**config.mk**
```make
export PLATFORM = sky130hd
export DESIGN_NAME = pwm_multi
export DESIGN_NICKNAME = d
export VERILOG_FILES = /design/src/rtl/pwm_pkg.sv /design/src/rtl/pwm_channel.sv /design/src/rtl/pwm_multi.sv
export SDC_FILE = /design/constraint.sdc
export NUM_CORES = 1
export LEC_CHECK = 0
export BUFFER_PORTS_ARGS = -buffer_cell sky130_fd_sc_hd__buf_2
export CORE_ASPECT_RATIO = 0.5
export CORE_MARGIN = 10
export CORE_UTILIZATION = 52
export DETAILED_ROUTE_END_ITERATION = 8
export GPL_ROUTABILITY_DRIVEN = 0
export PLACE_DENSITY_LB_ADDON = 0.25
export SLEW_MARGIN = 20
export SYNTH_ARGS = -nofsm -noshare
export SYNTH_HDL_FRONTEND = slang
export SYNTH_HIERARCHICAL = 1
export SYNTH_SLANG_ARGS = --single-unit
export TNS_END_PERCENT = 5
```
**constraint.sdc**
```tcl
create_clock -name clk -period 1.58 [get_ports clk]
set_input_delay 0.079 -clock clk [delete_from_list [all_inputs] [get_ports clk]]
set_output_delay 0.079 -clock clk [all_outputs]
set_load 0.02 [all_outputs]
```
**src/rtl/pwm_pkg.sv**
```systemverilog
// Shared types and helpers for the pwm_multi PWM generator.
// Optional build macro: PWM_CENTER_ALIGN_EN selects the up/down (centre-aligned)
// counter; when it is undefined the counter is an edge-aligned sawtooth.
package pwm_pkg;

    // Counting direction of the centre-aligned counter
    typedef enum logic {
        DIR_UP   = 1'b0,
        DIR_DOWN = 1'b1
    } dir_e;

    // Terminal count of a WIDTH-bit period counter (2**WIDTH - 1)
    function automatic int unsigned cnt_max(input int unsigned width);
        return (32'd1 << width) - 32'd1;
    endfunction

endpackage

```
**src/rtl/pwm_channel.sv**
```systemverilog
// One PWM channel: pending/active duty shadow pair with load bypass,
// unsigned comparator against the shared counter and a registered output.
// Behaviour does not depend on PWM_CENTER_ALIGN_EN; the top decides when
// i_commit fires and what count value is presented.
module pwm_channel
    import pwm_pkg::*;
#(
    parameter int unsigned WIDTH = 8
) (
    input  logic             clk,
    input  logic             rst,
    input  logic             i_enable,
    input  logic             i_commit,
    input  logic             i_load,
    input  logic [WIDTH-1:0] i_duty,
    input  logic [WIDTH-1:0] i_count,
    output logic             o_pwm
);

    logic [WIDTH-1:0] r_pending;
    logic [WIDTH-1:0] r_active;
    logic             r_pwm;
    logic [WIDTH-1:0] w_next_pending;

    // A strobe in the same cycle as a commit must reach active directly,
    // so commit copies the post-load pending value rather than r_pending.
    always_comb begin
        w_next_pending = i_load ? i_duty : r_pending;
    end

    // Shadow pair: pending follows loads, active follows pending at commit or while idle
    always_ff @(posedge clk) begin
        if (rst) begin
            r_pending <= '0;
            r_active  <= '0;
        end else begin
            r_pending <= w_next_pending;
            if (i_commit || !i_enable) begin
                r_active <= w_next_pending;
            end
        end
    end

    // Registered compare output, forced low while idle
    always_ff @(posedge clk) begin
        if (rst) begin
            r_pwm <= 1'b0;
        end else begin
            r_pwm <= i_enable && (r_active > i_count);
        end
    end

    assign o_pwm = r_pwm;

endmodule

```
**src/rtl/pwm_multi.sv**
```systemverilog
// N-channel PWM generator sharing one free-running period counter.
// Duty words are strobed into per-channel shadow registers and committed at
// the period boundary so an update never produces a truncated or stretched pulse.
// Optional build macro: PWM_CENTER_ALIGN_EN -> up/down counter with each
// endpoint held for two cycles (period 2**(WIDTH+1)); undefined -> sawtooth.
module pwm_multi
    import pwm_pkg::*;
#(
    parameter int unsigned WIDTH    = 8,
    parameter int unsigned CHANNELS = 4
) (
    input  logic                      clk,
    input  logic                      rst,
    input  logic                      enable,
    input  logic [CHANNELS*WIDTH-1:0] duty_in,
    input  logic [CHANNELS-1:0]       duty_load,
    output logic [CHANNELS-1:0]       pwm_out,
    output logic                      period_tick
);

    localparam logic [WIDTH-1:0] CNT_MAX = WIDTH'(cnt_max(WIDTH));

    logic [WIDTH-1:0]    r_count;
    logic                r_tick;
    logic                w_commit;
    logic                w_tick_next;
    logic [CHANNELS-1:0] w_pwm;

`ifdef PWM_CENTER_ALIGN_EN
    dir_e r_dir;

    // Triangle counter: the turn-around cycle only flips direction, which
    // holds both endpoints for two consecutive cycles.
    always_ff @(posedge clk) begin
        if (rst) begin
            r_count <= '0;
            r_dir   <= DIR_UP;
        end else if (!enable) begin
            r_count <= '0;
            r_dir   <= DIR_UP;
        end else if (r_dir == DIR_UP) begin
            if (r_count == CNT_MAX) begin
                r_dir <= DIR_DOWN;
            end else begin
                r_count <= r_count + 1'b1;
            end
        end else begin
            if (r_count == '0) begin
                r_dir <= DIR_UP;
            end else begin
                r_count <= r_count - 1'b1;
            end
        end
    end

    // Commit on the last cycle of the period (bottom, going down); tick on the first
    always_comb begin
        w_commit    = enable && (r_count == '0) && (r_dir == DIR_DOWN);
        w_tick_next = enable && (r_count == '0) && (r_dir == DIR_UP);
    end
`else
    // Sawtooth counter wrapping naturally from CNT_MAX to zero
    always_ff @(posedge clk) begin
        if (rst) begin
            r_count <= '0;
        end else if (!enable) begin
            r_count <= '0;
        end else begin
            r_count <= r_count + 1'b1;
        end
    end

    // Commit on the last count of the period; tick on the first
    always_comb begin
        w_commit    = enable && (r_count == CNT_MAX);
        w_tick_next = enable && (r_count == '0);
    end
`endif

    // Period start pulse, registered to line up with the pwm_out of count zero
    always_ff @(posedge clk) begin
        if (rst) begin
            r_tick <= 1'b0;
        end else begin
            r_tick <= w_tick_next;
        end
    end

    for (genvar g = 0; g < CHANNELS; g++) begin : g_ch
        pwm_channel #(
            .WIDTH(WIDTH)
        ) u_ch (
            .clk      (clk),
            .rst      (rst),
            .i_enable (enable),
            .i_commit (w_commit),
            .i_load   (duty_load[g]),
            .i_duty   (duty_in[g*WIDTH +: WIDTH]),
            .i_count  (r_count),
            .o_pwm    (w_pwm[g])
        );
    end

    assign pwm_out     = w_pwm;
    assign period_tick = r_tick;

endmodule

```
Word-level counts from Yosys, hierarchy flattened
Index checks and enable logic that the tools add are counted.

Flip-flop bits (word level): 77. Bits of input ports: 39. Output and inout bits: 5. Logic and storage cells: 35.

Add/subtract/negate cells: 1. Magnitude comparators: 4. Eq/ne operators: 1. Multiplexer cells: 4. Bitwise gates (word level): 1. Reductions and logical operators: 10.

Operators with widths (count): $gt 8x8->1 (4); $mux 8 (4); $add 8x1->8 const B (1); $eq 8x8->1 const B (1); $logic_not 8->1 (1); $logic_and 1x1->1 (6); $reduce_or 2->1 (1); $logic_not 1->1 (1); $logic_or 1x1->1 (1); $not 1->1 (1).

Logic depth before layout (Yosys ltp)
Depth in word-level cells: 3. Mapped depth: 8. Gate-level depth less buffers: 6.

By module
Netlist, hierarchy kept.

Modules (own cells, without submodules): pwm_channel (times used 4, cells an instance 84, area each 844.6 um^2, sequential area each 340.3 um^2); pwm_multi (times used 1, cells an instance 45, area each 405.4 um^2, sequential area each 180.2 um^2).

Worst setup path after synthesis
Ideal clock, no wire load.

Path type: reg2reg. Start: register r_count[0]. End: register g_ch[0].u_ch.r_active[5]. Setup time: 0.079 ns. Arrival: 1.542 ns. Data required time: 1.501 ns. Setup slack: -0.041 ns. Stages on the path, launching flop included: 9. Buffers on the path: 2. Period minus slack after synthesis: 1.621 ns. Cells stage by stage: dfxtp_1 -> ha_1 -> nand4_1 -> nor2_1 -> nand2b_1 -> buf_6 -> buf_12 -> nor2_2 -> a211oi_2.

Cells in the longest elaborated chain, start to end: 3.

Ends and longest elaborated chain: from (decl) (RTL line pwm_multi.sv:23) `logic [WIDTH-1:0] r_count;`; from (signal assigned) (RTL line pwm_multi.sv:69) `r_count <= r_count + 1'b1;`; $eq 8x8->1 (RTL line pwm_multi.sv:75) `w_commit = enable && (r_count == CNT_MAX);`; $logic_and 1x1->1 (RTL line pwm_multi.sv:75); net w_commit (RTL line pwm_multi.sv:25) `logic w_commit;`; $logic_or 1x1->1 (RTL line pwm_channel.sv:38) `if (i_commit || !i_enable) begin`; to (signal assigned) (RTL line pwm_channel.sv:39) `r_active <= w_next_pending;`; to (decl) (RTL line pwm_channel.sv:21) `logic [WIDTH-1:0] r_active;`.

The timed path passes the listed nets, and every way through them passes these cells. A chain may end at the register's enable or synchronous reset.

Final worst setup path
Start: register r_count[4]. End: register g_ch[3].u_ch.r_pwm.

Cells in the longest elaborated chain, start to end: 2.

Ends and longest elaborated chain: $gt 8x8->1 (RTL line pwm_channel.sv:49) `r_pwm <= i_enable && (r_active > i_count);`; $logic_and 1x1->1 (RTL line pwm_channel.sv:49); to (signal assigned) (RTL line pwm_channel.sv:49); to (decl) (RTL line pwm_channel.sv:22) `logic r_pwm;`.

Every way passes these cells.

==> summary.txt <==
Global route
  – Number of antenna violations at the first check in global routing: 0
  – Vias in the first global route: 2841
  – GRT Residual Overflow: 0
  – All-layer global routing usage: 14.42%
  – Met3 usage: 4.815%
  – Largest net degree at the start of global routing: 35
  – Busiest grt layer: met2
  – Met1 Use GR: 17.98%
  – Met2 Track Usage GR: 22.63%
  – Global-route wire length before repair: 13320 um

Finish
  – Ant. Diodes: 0
  – Fin cells: 540
  – Area growth from synthesis to layout: 22.45%
  – NumNets Final: 518
  – Most frequent cells in the layout: dfxtp_1, nor2_1, buf_2
  – Final instance area: 4633 um2
  – Post-layout util: 67.56%
  – Most common cell after layout, fill and taps aside: dfxtp_1
  – Fill count: 524
  – Share of cells above drive strength 1: 31.70%

Logic synthesis
  – Synth area leaders: dfxtp_1, ha_1, a211oi_2, mux2i_1, nor2_1
  – Syn Std Cell Area: 3784 um2
  – Synthesized instance count: 381
  – Primary FF master, synth: dfxtp_1
  – Synth Area in Simple Gates: 14.55%
  – Sequential share of the synthesized area: 40.74%
  – Post-Synth XOR/XNOR Area: 0.6944%
  – Synth top area share: 40.74%
  – Post-Syn Nets: 454
  – Post-synth EDFFs: 0
  – Asr flop ratio synth: 0%
  – Synthesized flop and latch total: 77
  – Post-synthesis mux area share: 8.466%
  – Largest family of logic cells by synthesized area: compound AO/OA/AOI/OAI gates
  – Compound-cell area share of the yosys netlist: 15.54%
  – Adder-Cell Fraction of Synth Area: 11.24%
  – Avg Inst Size Synth: 9.931 um2
  – Ys Warns: 6
  – Synth area leader: dfxtp_1
  – Yosys cell types: 30

STA
  – Final worst-path cycle share: 97.49%
  – Worst slew pin tran: 0.4180 ns
  – Pins Over Slew Limit: 0
  – Fin crit period: 1.540 ns
  – WHS: 0.03093 ns
  – RSZ-0062 raised after global routing: yes
  – Setup violators final: 0
  – Setup TNS: 0 ns
  – Final Skew: 0.004677 ns
  – Relative slew margins: 72.13%
  – Hold violation total from the final report: 0
  – Max Clock Freq: 649.2 MHz

Route
  – Post-route ant nets: 0
  – Vias: 2860
  – Vias/cell: 5.296
  – DR DRC count: 0
  – Drt pass-1 iters: 4
  – DR iter-0 viols: 156
  – Final WL: 8299 um
  – Drt wl/cell: 15.37 um

Status
  – Outcome: finished clean

Critical path
  – Cell family with most CP delay: simple AND/OR/NAND/NOR gates
  – Critical Path End Type: flip-flop
  – WS Path Type: flip-flop to flip-flop
  – CP Buf/Inv Count: 2
  – Crit-path slowest cell: dfxtp_1
  – CP Cell Sequence: buf_4 -> inv_1 -> ha_1 -> nand4_1 -> nor2_1 -> nor3b_1 -> o21a_1
  – Worst r2r path cells: 7
  – Critical Path Stages: 7
  – Slowest stage delay, CP: 0.38 ns
  – CP Data Required Time: 1.86 ns
  – CP arrival: 1.82 ns
  – Max FO, Critical Path: 5
  – Startpoint types: flip-flop

Floorplan
  – Die width: 140.6 um
  – Initial cell density of the core: 55.17%
  – Core area: 6858 um2
  – Die area: 11300 um2
  – Num rows: 21
  – Num ports: 44
  – Die Y: 80.32 um

Clock network
  – Sink Count: 77
  – CTS tree: done
  – Clk pin slew, worst setup/hold paths: 0.06 ns
  – Clock buffer depth: 2
  – CTS H-tree depth: 3
  – Root buf cell: clkbuf_16
  – Clock Latency Late Sink: 0.33 ns
  – Hold Buf Count CTS: 0
  – Cts bufs inserted: 9

Worst hold path
  – Hold Crit Class: input port to flip-flop
  – Hold depth: 3

Placed design
  – Hpwl dp: 5849 um
  – Dpl cell area: 4093 um2
  – Post-placement cell count: 512
  – Buffers on Ports: 43

Pwr
  – Pwr Density: 1128 nW/um2
  – Max IR drop VDD: 0.6606 mV
  – Lkg Pwr: 1.976 nW

Run
  – Max Cap Viol: 0
## routing by layer
metal / vias up / wire length, um / share of wire (%)
met3: 10 / 478 / 5.8
li1: 1432 / - / -
met1: 1335 / 4079 / 49
met5: - / 0 / 0
met2: 83 / 3615 / 44
met4: 0 / 126 / 1.5
## through the flow
stage	total power, mW	setup slack, ns
after floorplan	2.620	0.006410
after global placement	2.733	0.04865
after detailed placement	2.780	-0.04330
after CTS	5.215	-0.001811
after global routing	5.425	-0.04209
final	5.225	0.03970
## worst reg2reg max path: cells and delay by family, from the launching register on
family                   cells  cell delay, ns
buffers and inverters        2            0.24
flip-flops                   1            0.38
adder cells (fa/ha/maj)      1            0.30
AND/OR/NAND/NOR              3            0.42
AO/OA/AOI/OAI                1            0.16
## what timing repair did
action                     CTS  global route
gates cloned                 0             2
resized for setup            2            10
buffers inserted             0            12
setup endpoints to repair   32            35
pin swaps                    1             4
## Yosys cell counts, drive strengths merged, types with 3 or more instances
| cell type | instances |
|---|---|
| nor2 | 73 |
| nand2b | 5 |
| nand3 | 3 |
| ha | 34 |
| mux2i | 32 |
| nand2 | 7 |
| a211oi | 32 |
| buf | 21 |
| inv | 35 |
| o211ai | 5 |
| o21a | 4 |
| nand4 | 11 |
| o21ai | 6 |
| dfxtp | 77 |
| a21oi | 18 |
| nor3b | 4 |
| nor2b | 5 |
## layout make-up
type | instances | area [um2] | share of cell area (%)
clock inverters | 5 | 125.1 | 2.701
well taps | 92 | 115.1 | 2.484
multi-input cells | 248 | 1956 | 42.21
inverters | 35 | 131.4 | 2.836
repair buffers | 74 | 533.0 | 11.50
flip-flops and latches | 77 | 1548 | 33.41
clock buffers | 9 | 225.2 | 4.861
## worst paths after layout
| check | from | endpoint | slack [ns] |
|---|---|---|---|
| max | r_count[4] | g_ch[3].u_ch/o_pwm | 0.04 |
| min | duty_in[9] | g_ch[1].u_ch/r_pending[1] | 0.03 |
| max reg2reg | r_count[4] | g_ch[3].u_ch/o_pwm | 0.04 |
| min reg2reg | g_ch[1].u_ch/r_pending[1] | g_ch[1].u_ch/r_pending[1] | 0.51 |
## cell families after synthesis
family,after synthesis
buffers and inverters,56
AOI/OAI and AO/OA,65
DFF,77
xor gates and xnor gates,3
adders and majority gates,34
muxes,32
and+or+nand+nor,114
## report_power, final
group	switching, mW	internal, mW	total (mW)	leakage, nW
clock network	0.751	1.68	2.43	0.171
logic	0.359	0.312	0.672	1.17
registers	0.0586	2.06	2.12	0.638
## flip-flops by register name, indices dropped and copies added (netlist names)
register             count
g_ch.u_ch/o_pwm          4
g_ch.u_ch/r_active      32
g_ch.u_ch/r_pending     32
period_tick              1
r_count                  8
Note: power is estimated with default switching activity, not from simulation.
